<file path="config.mk">
export PLATFORM = sky130hd
export DESIGN_NAME = escalonador_ativo
export DESIGN_NICKNAME = d
export VERILOG_FILES = /design/src/rtl/escalonador_ativo.sv
export SDC_FILE = /design/constraint.sdc
export NUM_CORES = 1
export LEC_CHECK = 0
export ABC_AREA = 1
export CAP_MARGIN = 10
export CELL_PAD_IN_SITES_DETAIL_PLACEMENT = 0
export CELL_PAD_IN_SITES_GLOBAL_PLACEMENT = 2
export CORE_MARGIN = 1
export CORE_UTILIZATION = 26
export CTS_BUF_LIST = sky130_fd_sc_hd__clkbuf_8
export DETAILED_ROUTE_END_ITERATION = 7
export GPL_TIMING_DRIVEN = 0
export HOLD_SLACK_MARGIN = 0.02
export PLACE_DENSITY = 0.95
export SYNTH_ARGS = -nofsm -noshare
export SYNTH_HDL_FRONTEND = slang
export SYNTH_SLANG_ARGS = --single-unit
</file>
<file path="constraint.sdc">
create_clock -name clk -period 3.45 [get_ports clk]
set_input_delay 1.035 -clock clk [delete_from_list [all_inputs] [get_ports clk]]
set_output_delay 1.035 -clock clk [all_outputs]
set_load 0.05 [all_outputs]
</file>
<file path="src/rtl/escalonador_ativo.sv">
// escalonador_ativo: sequencer/selector in front of the active-node classifier.
// On a request it pulses the classifier update and waits for its ready pulse.
// It then scans the node array for the lowest-index active node holding the
// global minimum criterion, and returns the result over valid/ready.
// Empty node sets and classifier timeouts are reported, so the requester
// never stalls.
//
// Ports:
//   clk, rst_n            clock, asynchronous active-low reset
//   sel_req_in            selection request (sampled only when idle)
//   sel_busy_o            registered "not idle" flag
//   na_ativo_in           per-node active flags
//   na_criterio_in        packed per-node criteria, node i at [CW*i +: CW]
//   ea_atualizar_o        one-cycle update pulse to the classifier
//   ca_pronto_in          classifier ready pulse
//   ca_criterio_geral_in  classifier global minimum criterion
//   sel_valid_o           result valid, held until sel_ready_in
//   sel_ready_in          requester accepts the result
//   sel_idx_o             selected node index
//   sel_criterio_o        selected node criterion
//   sel_vazio_o           no active node existed
//   sel_erro_o            timeout or no matching node
module escalonador_ativo #(
  parameter int NUM_NA         = 8,
  parameter int CRITERIO_WIDTH = 5,
  parameter int TIMEOUT_CYCLES = 16
) (
  input  logic                               clk,
  input  logic                               rst_n,
  input  logic                               sel_req_in,
  output logic                               sel_busy_o,
  input  logic [NUM_NA-1:0]                  na_ativo_in,
  input  logic [NUM_NA*CRITERIO_WIDTH-1:0]   na_criterio_in,
  output logic                               ea_atualizar_o,
  input  logic                               ca_pronto_in,
  input  logic [CRITERIO_WIDTH-1:0]          ca_criterio_geral_in,
  output logic                               sel_valid_o,
  input  logic                               sel_ready_in,
  output logic [$clog2(NUM_NA)-1:0]          sel_idx_o,
  output logic [CRITERIO_WIDTH-1:0]          sel_criterio_o,
  output logic                               sel_vazio_o,
  output logic                               sel_erro_o
);

  localparam int IDX_WIDTH = $clog2(NUM_NA);
  localparam int CNT_WIDTH = $clog2(TIMEOUT_CYCLES);
  localparam logic [IDX_WIDTH-1:0] LAST_IDX = IDX_WIDTH'(NUM_NA - 1);
  localparam logic [CNT_WIDTH-1:0] LAST_CNT = CNT_WIDTH'(TIMEOUT_CYCLES - 1);

  typedef enum logic [2:0] {
    OCIOSO,
    DISPARO,
    ESPERA,
    BUSCA,
    ENTREGA
  } estado_t;

  estado_t                   estado_q, estado_d;
  logic                      busy_q;
  logic [IDX_WIDTH-1:0]      idx_q, idx_d;
  logic [CRITERIO_WIDTH-1:0] crit_q, crit_d;
  logic                      vazio_q, vazio_d;
  logic                      erro_q, erro_d;
  logic [CRITERIO_WIDTH-1:0] min_q, min_d;
  logic [IDX_WIDTH-1:0]      scan_q, scan_d;
  logic [CNT_WIDTH-1:0]      cnt_q, cnt_d;

  // Node under test at the current scan index.
  logic                      node_ativo;
  logic [CRITERIO_WIDTH-1:0] node_crit;

  always_comb begin
    node_ativo = 1'b0;
    node_crit  = '0;
    for (int unsigned i = 0; i < NUM_NA; i++) begin
      if (scan_q == IDX_WIDTH'(i)) begin
        node_ativo = na_ativo_in[i];
        node_crit  = na_criterio_in[i*CRITERIO_WIDTH +: CRITERIO_WIDTH];
      end
    end
  end

  always_ff @(posedge clk or negedge rst_n) begin
    if (!rst_n) begin
      estado_q <= OCIOSO;
      busy_q   <= 1'b0;
      idx_q    <= '0;
      crit_q   <= '1;
      vazio_q  <= 1'b0;
      erro_q   <= 1'b0;
      min_q    <= '0;
      scan_q   <= '0;
      cnt_q    <= '0;
    end else begin
      estado_q <= estado_d;
      busy_q   <= (estado_d != OCIOSO);
      idx_q    <= idx_d;
      crit_q   <= crit_d;
      vazio_q  <= vazio_d;
      erro_q   <= erro_d;
      min_q    <= min_d;
      scan_q   <= scan_d;
      cnt_q    <= cnt_d;
    end
  end

  always_comb begin
    estado_d       = estado_q;
    idx_d          = idx_q;
    crit_d         = crit_q;
    vazio_d        = vazio_q;
    erro_d         = erro_q;
    min_d          = min_q;
    scan_d         = scan_q;
    cnt_d          = cnt_q;
    ea_atualizar_o = 1'b0;
    sel_valid_o    = 1'b0;

    case (estado_q)
      OCIOSO: begin
        if (sel_req_in) begin
          if (na_ativo_in == '0) begin
            vazio_d  = 1'b1;
            idx_d    = '0;
            crit_d   = '1;
            erro_d   = 1'b0;
            estado_d = ENTREGA;
          end else begin
            vazio_d  = 1'b0;
            erro_d   = 1'b0;
            estado_d = DISPARO;
          end
        end
      end

      DISPARO: begin
        ea_atualizar_o = 1'b1;
        cnt_d          = '0;
        estado_d       = ESPERA;
      end

      ESPERA: begin
        // Pronto takes priority over a timeout landing in the same cycle.
        if (ca_pronto_in) begin
          min_d    = ca_criterio_geral_in;
          scan_d   = '0;
          estado_d = BUSCA;
        end else if (cnt_q == LAST_CNT) begin
          erro_d   = 1'b1;
          idx_d    = '0;
          crit_d   = '1;
          estado_d = ENTREGA;
        end else begin
          cnt_d = cnt_q + 1'b1;
        end
      end

      BUSCA: begin
        if (node_ativo && (node_crit == min_q)) begin
          idx_d    = scan_q;
          crit_d   = min_q;
          estado_d = ENTREGA;
        end else if (scan_q == LAST_IDX) begin
          erro_d   = 1'b1;
          idx_d    = '0;
          crit_d   = min_q;
          estado_d = ENTREGA;
        end else begin
          scan_d = scan_q + 1'b1;
        end
      end

      ENTREGA: begin
        sel_valid_o = 1'b1;
        if (sel_ready_in) estado_d = OCIOSO;
      end

      default: estado_d = OCIOSO;
    endcase
  end

  assign sel_busy_o     = busy_q;
  assign sel_idx_o      = idx_q;
  assign sel_criterio_o = crit_q;
  assign sel_vazio_o    = vazio_q;
  assign sel_erro_o     = erro_q;

endmodule

</file>
==> flow_summary.json <==
{
  "outcome": "complete, no violations",
  "layout.cells.non_filler": 509,
  "fp.dieW_um": 92.3,
  "post-route-period-util_pct": 87.6,
  "drt_wl_total_um": 5630,
  "rr_endpoint": "sel_idx_o[0]",
  "cts_resized": 0,
  "maxCapViolations": 0,
  "setup_viol": 0,
  "diodes": 0,
  "multi_input_area_um2": 1210,
  "register_area_um2": 657,
  "synth_top_area_cell": "dfrtp_1",
  "synthMostInstantiatedCell": "nand2_1",
  "p_per_area_nw_per_um2": 731,
  "ys_warn_count": 0,
  "dp_worst_setup_slack_ns": 0.374,
  "drive_gt1_share_pct": 10.6,
  "vias_per_cell": 4.23,
  "synth.distinct_cells": 31,
  "fin_tns_setup_ns": 0,
  "drt_pass1_iterations": 4,
  "crit_fanout": 5,
  "clock_sinks": 26,
  "r2r_setup_slack_ns": 0.91,
  "path_clk_slew_ns": 0.09,
  "ir_drop_v": 0.000394,
  "start_kind": "flip-flop",
  "post_dp_cell_area_um2": 2950,
  "areaGrowthSynthToFinish_pct": 42.5,
  "clockRootBuffer": "clkbuf_8",
  "r2r_cells": 20,
  "syn-num-nets": 397,
  "ys_seq_area_share_pct": 31.0,
  "netlist_area_um2": 2120,
  "layout.nets": 473,
  "clkLatencyLatePin_ns": 0.27,
  "critPathTopFamily": "buffers and inverters",
  "rsz0062_at_grt": "false",
  "antenna_found_initial": 0,
  "fin_ws_ns": 0.426,
  "rows": 32,
  "ys_ff_latch": 26,
  "fill_cells": 865,
  "hpwlAfterDp_um": 4570,
  "cts_setup_buffers": 0,
  "grt_max_degree": 27,
  "critPathSlowestCell": "clkdlybuf4s50_1",
  "timing.rr.start": "scan_q[0]",
  "fin_util_pct": 38.7,
  "postCtsHoldBufs": 0,
  "synth_edf_count": 0,
  "holdPathStages": 2,
  "die_y_um": 92.3,
  "synth_commonest_cells": "nand2_1 (124), inv_1 (50), nand3_1 (29)",
  "path_buf_inv": 1,
  "cts_tree": "done",
  "grt_pass1_wl_um": 9570,
  "tightest_slew_ns": 0.594,
  "min_period_ns": 3.02,
  "synth_top_area_share_pct": 24.8,
  "ios": 71,
  "overflow": 0,
  "min_path_type": "flip-flop to flip-flop",
  "place_inst": 504,
  "fin_worst_skew_ns": 0.00932,
  "critPathArrivalTime_ns": 1.99,
  "cpPeakStageDelay_ns": 0.89,
  "synthArstFlopShare_pct": 100,
  "path_cells": "nor3_1 -> clkdlybuf4s50_1",
  "dieArea_um2": 8510,
  "min_to": "sel_criterio_o[2]",
  "cp.required_ns": 2.41,
  "hold_start": "sel_criterio_o[2]",
  "first_global_vias": 2116,
  "gp_congestion": 0.779,
  "syn-instance-count": 332,
  "maxSlewHeadroom_pct": 60.3,
  "clockBufferDepth": 2,
  "antenna_left": 0,
  "initial_core_util_pct": 27.1,
  "hold_violations": 0,
  "cts_max_level": 1,
  "synth_ff_type": "dfrtp_1",
  "cts_buffers": 3,
  "syn_area_per_cell_um2": 6.38,
  "vias": 2152,
  "endpoint_kind": "output pin",
  "final_area_um2": 3020,
  "core_um2": 7810,
  "clock.fmax_mhz": 331,
  "wl_per_cell_um": 11.1,
  "synthTopCellsByArea": "dfrtp_1 (25%), nand2_1 (22%), inv_1 (8.9%), nand3_1 (6.9%), dfstp_2 (6.2%)",
  "drv_slew": 0,
  "portBuffers": 70,
  "drtIter0Drc": 64,
  "drc": 0,
  "grt_use_total_pct": 13.8,
  "criticalPathCategory": "flip-flop to output pin",
  "power.leakage_uw": 0.00152
}
[per-layer routing]
layer	up-vias	GRT usage [%]	part of all wire, %
li1	1172	-	-
met1	906	19.4	49
met2	70	22.3	42
met3	4	2.32	7.8
met4	0	2.73	0.67
met5	-	0	0
[cell usage in the layout (no fill, tap or decap), types with 3 or more instances in the layout]
cell,netlist,layout
nand2_1,124,124
clkdlybuf4s50_1,0,70
inv_1,50,51
nand3_1,29,29
nor2_1,28,28
dfrtp_1,21,21
o21ai_0,12,12
or2_2,7,7
ha_1,7,7
nand4_1,5,5
dfstp_2,5,5
nor3_1,4,4
o21ai_2,4,4
a21oi_1,4,4
nor2_2,3,3
inv_2,3,3
nand2_2,3,3
clkbuf_8,0,3
[layout make-up]
cell class                 count  share of cell area [%]
multi-input combinational    245                    40.0
timing repair buffer          71                    24.1
sequential                    26                    21.8
inverter                      54                    6.88
tap                          102                    4.23
buffer                         7                    1.57
clock buffer                   3                    1.37
clock inverter                 1                   0.124
[how the worst max path moves through the flow]
stage,cells after the start,to,startpoint
floorplan,7,cnt_q[3],estado_q[1]
global placement,7,sel_idx_o[0],na_ativo_in[3]
detailed placement,18,sel_idx_o[0],na_criterio_in[4]
CTS,2,ea_atualizar_o,estado_q[1]
global route,3,ea_atualizar_o,estado_q[0]
finish,2,ea_atualizar_o,estado_q[1]
[per-stage QoR]
step	total power (µW)	hold WS, ns
global route	2460	0.485
detailed placement	2050	0.453
global placement	2040	0.455
CTS	2230	0.468
finish	2210	0.464
floorplan	1660	0.474
[worst min-delay path: cells and delay by family, from the launching register on]
kind	cells	cell delay, ns
flops	1	0.37
simple gates	2	0.09
[state kept, by name, indices dropped and copies added (netlist names)]
| signal | cells |
|---|---|
| sel_erro_o | 1 |
| sel_busy_o | 1 |
| scan_q | 3 |
| estado_q | 3 |
| sel_vazio_o | 1 |
| sel_criterio_o | 5 |
| sel_idx_o | 3 |
| cnt_q | 4 |
| min_q | 5 |
[power by group]
part           internal, µW  switching [µW]  total (µW)
clock network          79.5            89.4         169
logic                   543             978        1520
registers               444            73.9         518
[cell families (layout without fill, tap and decap cells)]
group | count (synthesis) | count (layout) | synth area share [%]
xor gates and xnor gates | 2 | 2 | 0.827
buffers and inverters | 61 | 136 | 12.0
and+or+nand+nor | 214 | 214 | 45.8
DFF | 26 | 26 | 31.0
adders and majority gates | 7 | 7 | 4.13
AOI/OAI and AO/OA | 22 | 22 | 6.20
Note: power is estimated with default switching activity, not from simulation.
